`config.mk`:
```
export PLATFORM = sky130hd
export DESIGN_NAME = ifu_idu_queue
export DESIGN_NICKNAME = d
export VERILOG_FILES = /design/src/rtl/ifu_idu_queue.sv
export SDC_FILE = /design/constraint.sdc
export NUM_CORES = 1
export LEC_CHECK = 0
export CORE_MARGIN = 4
export CORE_UTILIZATION = 55
export DETAILED_ROUTE_END_ITERATION = 8
export PLACE_DENSITY = 0.8
export SYNTH_ARGS = -nofsm -noshare
export SYNTH_HDL_FRONTEND = slang
export SYNTH_SLANG_ARGS = --single-unit
export TNS_END_PERCENT = 30
```
`constraint.sdc`:
```
create_clock -name clk -period 3.7 [get_ports clk]
set_input_delay 0.74 -clock clk [delete_from_list [all_inputs] [get_ports clk]]
set_output_delay 0.74 -clock clk [all_outputs]
set_load 0.02 [all_outputs]
```
`src/rtl/ifu_idu_queue.sv`:
```
// Circular instruction queue between fetch and decode.
// Head entry is read combinationally; pushes appear one cycle later.
module ifu_idu_queue #(
  parameter int                DATA_W   = 32,
  parameter int                ADDR_W   = 32,
  parameter int                DEPTH    = 4,
  parameter logic [DATA_W-1:0] NOP_INST = 32'h00000013
) (
  input  logic                   clk,
  input  logic                   rst,
  input  logic                   flush_i,
  input  logic                   in_valid_i,
  output logic                   in_ready_o,
  input  logic [DATA_W-1:0]      inst_i,
  input  logic [ADDR_W-1:0]      inst_addr_i,
  output logic                   out_valid_o,
  input  logic                   out_ready_i,
  output logic [DATA_W-1:0]      inst_o,
  output logic [ADDR_W-1:0]      inst_addr_o,
  output logic [$clog2(DEPTH):0] count_o
);

  localparam int PW = $clog2(DEPTH);
  localparam int CW = PW + 1;

  typedef struct packed {
    logic [DATA_W-1:0] inst;
    logic [ADDR_W-1:0] addr;
  } entry_t;

  entry_t        mem_q [DEPTH];
  logic [PW-1:0] wr_ptr_q, wr_ptr_d;
  logic [PW-1:0] rd_ptr_q, rd_ptr_d;
  logic [CW-1:0] count_q, count_d;
  logic          push, pop;

  assign in_ready_o  = (count_q != CW'(DEPTH));
  assign out_valid_o = (count_q != '0);
  assign push        = in_valid_i & in_ready_o;
  assign pop         = out_valid_o & out_ready_i;
  assign count_o     = count_q;

  always_comb begin
    inst_o      = NOP_INST;
    inst_addr_o = '0;
    if (out_valid_o) begin
      inst_o      = mem_q[rd_ptr_q].inst;
      inst_addr_o = mem_q[rd_ptr_q].addr;
    end
  end

  always_comb begin
    wr_ptr_d = wr_ptr_q;
    rd_ptr_d = rd_ptr_q;
    count_d  = count_q;
    if (flush_i) begin
      wr_ptr_d = '0;
      rd_ptr_d = '0;
      count_d  = '0;
    end else begin
      if (push) wr_ptr_d = wr_ptr_q + 1'b1;
      if (pop)  rd_ptr_d = rd_ptr_q + 1'b1;
      unique case ({push, pop})
        2'b10:   count_d = count_q + 1'b1;
        2'b01:   count_d = count_q - 1'b1;
        default: count_d = count_q;
      endcase
    end
  end

  always_ff @(posedge clk) begin
    if (rst) begin
      wr_ptr_q <= '0;
      rd_ptr_q <= '0;
      count_q  <= '0;
    end else begin
      wr_ptr_q <= wr_ptr_d;
      rd_ptr_q <= rd_ptr_d;
      count_q  <= count_d;
    end
  end

  // Storage needs no reset; a flushed write lands in a slot that is dead
  always_ff @(posedge clk) begin
    if (push) begin
      mem_q[wr_ptr_q] <= '{inst: inst_i, addr: inst_addr_i};
    end
  end

endmodule

```
==> metrics.md <==
| Metric | Value |
|---|---|
| Most common cell after layout, fill and taps aside | edfxtp_1 |
| Largest stage delay on the critical path | 720 ps |
| Max layer used | met5 |
| Crit path max-delay family | buffers and inverters |
| PortBufs | 137 |
| Syn Area/Cell | 22.25 µm² |
| Hold WC Path Type | reg2reg |
| Metal3 WL | 1338 µm |
| Fillers | 1087 |
| Iter 0 DRT Violations | 377 |
| R2R depth | 9 |
| Slew of the pin with the lowest slew margin | 991.8 ps |
| Status | finished clean |
| Starting density of the core | 56.47% |
| Nets@finish | 688 |
| CTS tree | done |
| Total CTS buffers | 27 |
| Die Y | 144.3 µm |
| Max Root-Sink Buffers | 3 |
| GP Congestion | 0.7484 |
| I/O Pins | 138 |
| Area Growth Syn to Fin | 24.92% |
| Core area | 0.01809 mm² |
| # Post-CTS Setup Buffers | 0 |
| Total die area | 0.02081 mm² |
| Syn_nets | 534 |
| TritonRoute pass-1 iters | 4 |
| Synth warnings | 0 |
| Crit path required time | 2960 ps |
| Gr ovfl total | 0 |
| Largest net degree at the start of global routing | 65 |
| Number of global-route vias before repair | 5311 |
| Cell Rows | 49 |
| Register area share after synthesis | 77.03% |
| Tcrit/Tclk final | 94.02% |
| Synthesized flop and latch total | 265 |
| Critical Path Start Type | flip-flop |
| Pwr/cell area | 514.8 mW/mm² |
| Crit Reg-Reg Startpoint | count_o[0]$_SDFFE_PP0P_ |
| Leak pwr | 0.004083 µW |
| WP buf/inv | 2 |
| WP data arrival | 2740 ps |
| Critical path class | reg2out |
| Max VDD drop | 0.5244 mV |
| Cells after synthesis | 459 |
| Hold-fix buffers at CTS | 0 |
| Drt via density | 5.624 |
| Max Fclk | 287.5 MHz |
| Worst-path cell chain | nor3_2 > inv_2 > and2_1 > clkdlybuf4s50_1 |
| H-Tree Depth | 1 |
| Synth unique cells | 27 |
| DRC violations left | 0 |
| CP max FO | 64 |
| Met2 wire length | 9505 µm |
| Worst slew margin | 33.88% |
| WL per Instance | 21.77 µm |
| Layout cells sized above 1 | 18.80% |
| Hold Fails Final Rpt | 0 |
| Hold Crit Depth | 2 |
| Die width | 144.3 µm |
| Max Slew Vio Count | 0 |
| Antenna-violating nets left | 0 |
| Clk sink count | 265 |
| Max cap viols | 0 |
| R2R setup slack | 860 ps |
| Clock Latency Late Sink | 530 ps |
| Critical hold path startpoint | rd_ptr_q[1]$_SDFFE_PP0P_ |
| N_diodes | 0 |
| Metal1 wirelength | 7577 µm |
| Total GRT Usage | 18.56% |
| Post-layout min period | 3479 ps |
| Via count | 4848 |
| Setup violators final | 0 |
| Clock slew at reported path FFs | 60 ps |
| Core Util, Final | 70.54% |
| R2R Path End | count_o[2]$_SDFFE_PP0P_ |
| Initial antenna violation count | 1 |
| Final Skew | 21.15 ps |
| Resized Gates After CTS | 0 |
| HPWL after DPL | 11260 µm |
| Final wirelength | 18770 µm |
| Slowest stage cell, crit path | inv_2 |
| CTS root buffer | clkbuf_16 |
| First-pass GRT wire length | 29680 µm |
| Hold slack | 484.8 ps |
| Setup TNS | 0 ps |
| Post-Syn Area | 0.01021 mm² |
| Worst setup EP type | output port |
| Most frequent cells in the layout | edfxtp_1 (256), clkdlybuf4s50_1 (137), and2_1 (62) |
| RSZ-0062 raised after global routing | no |
==> worst reg2reg max path: stages (launching register included) <==
cell     delay [ps]
dfxtp_1         420
nor3_2          110
inv_2           720
and2_1          270
ha_1            190
inv_1            60
fa_1            370
xor2_1          160
or3_1           310
a21oi_1         160
==> sequential cells by signal, summed over array words and instances, names as in the netlist, named ones only <==
signal and flops:
rd_ptr_q 2, wr_ptr_q 2, count_o 3, mem_q 256
==> synthesized netlist by cell type <==
cell      instances  area [µm²]
nor2_1            4       15.01
mux4_1            4       105.1
buf_2             6       30.03
or2_1             3       18.77
and2_1           62       387.9
edfxtp_1        256        7687
clkbuf_1          7       26.28
nand2_1           7       26.28
clkbuf_2          1       5.000
mux4_2           60        1351
fa_1              1       20.02
inv_1             5       18.77
nor3_2            1       10.01
ha_1              5       62.56
nand4b_1          1       8.760
inv_2             1       3.750
dfxtp_1           9       180.2
buf_12            6       120.1
o21ai_0           4       20.02
xor2_1            2       17.52
or2_2             1       6.260
or3b_1            1       8.760
buf_6             1       11.26
mux2i_1           2       20.02
and3_1            4       25.02
or3_1             2       12.51
a21oi_1           3       15.01
==> worst max path at each step <==
| stage | start | to | cells after the start |
|---|---|---|---|
| 2_1_floorplan | count_o[0]$_SDFFE_PP0P_ | mem_q[0][0]$_DFFE_PP_ | 3 |
| 3_3_place_gp | flip-flop | inst_o[31] | 4 |
| 4_1_cts | flip-flop | inst_o[31] | 4 |
| 3_5_place_dp | count_o[0]$_SDFFE_PP0P_ | inst_addr_o[28] | 4 |
| 6_report | count_o[0]$_SDFFE_PP0P_ | inst_addr_o[28] | 4 |
| 5_1_grt | count_o[0]$_SDFFE_PP0P_ | inst_o[7] | 4 |
==> routing by layer <==
metal  track usage [%]  up-vias
li1                  -     2170
met1             24.69     2477
met2             31.06      173
met3             5.489       26
met4             4.026        2
met5                 0        -
==> per-stage QoR <==
stage                     worst slack (ps)  cells  power (µW)  cell area (µm²)
after global routing                 45.01    862        6806            12760
after global placement               742.2    813        3912            11860
after floorplan                      713.5    459        3682            10210
final                                221.2    862        6568            12760
after CTS                            151.9    862        6635            12760
after detailed placement             742.9    813        3929            11860
==> logic make-up (layout without fill, tap and decap cells) <==
kind of cell	count (synthesis)	after routing	share of synthesized area, %
flip-flops	265	265	77.03
buffers and inverters	27	201	2.107
AO/OA/AOI/OAI	7	7	0.3430
adder cells (fa/ha/maj)	6	6	0.8085
AND/OR/NAND/NOR	86	86	5.084
multiplexers	66	66	14.46
XOR/XNOR	2	2	0.1715
==> report_power, final <==
group          switching, µW  total (µW)  internal [µW]
Combinational            227         467            240
Clock                   1090        2710           1620
Sequential              23.0        3390           3370
==> cell type report <==
class	instances	area (µm²)	area share, %
multi-input combinational	167	2151	16.86
timing repair buffer	146	1526	11.96
sequential	265	7875	61.72
tap	229	286.5	2.246
clock buffer	30	686.9	5.384
inverter	6	22.52	0.1765
clock inverter	19	210.2	1.648
Power figures use the tool's default switching activity.
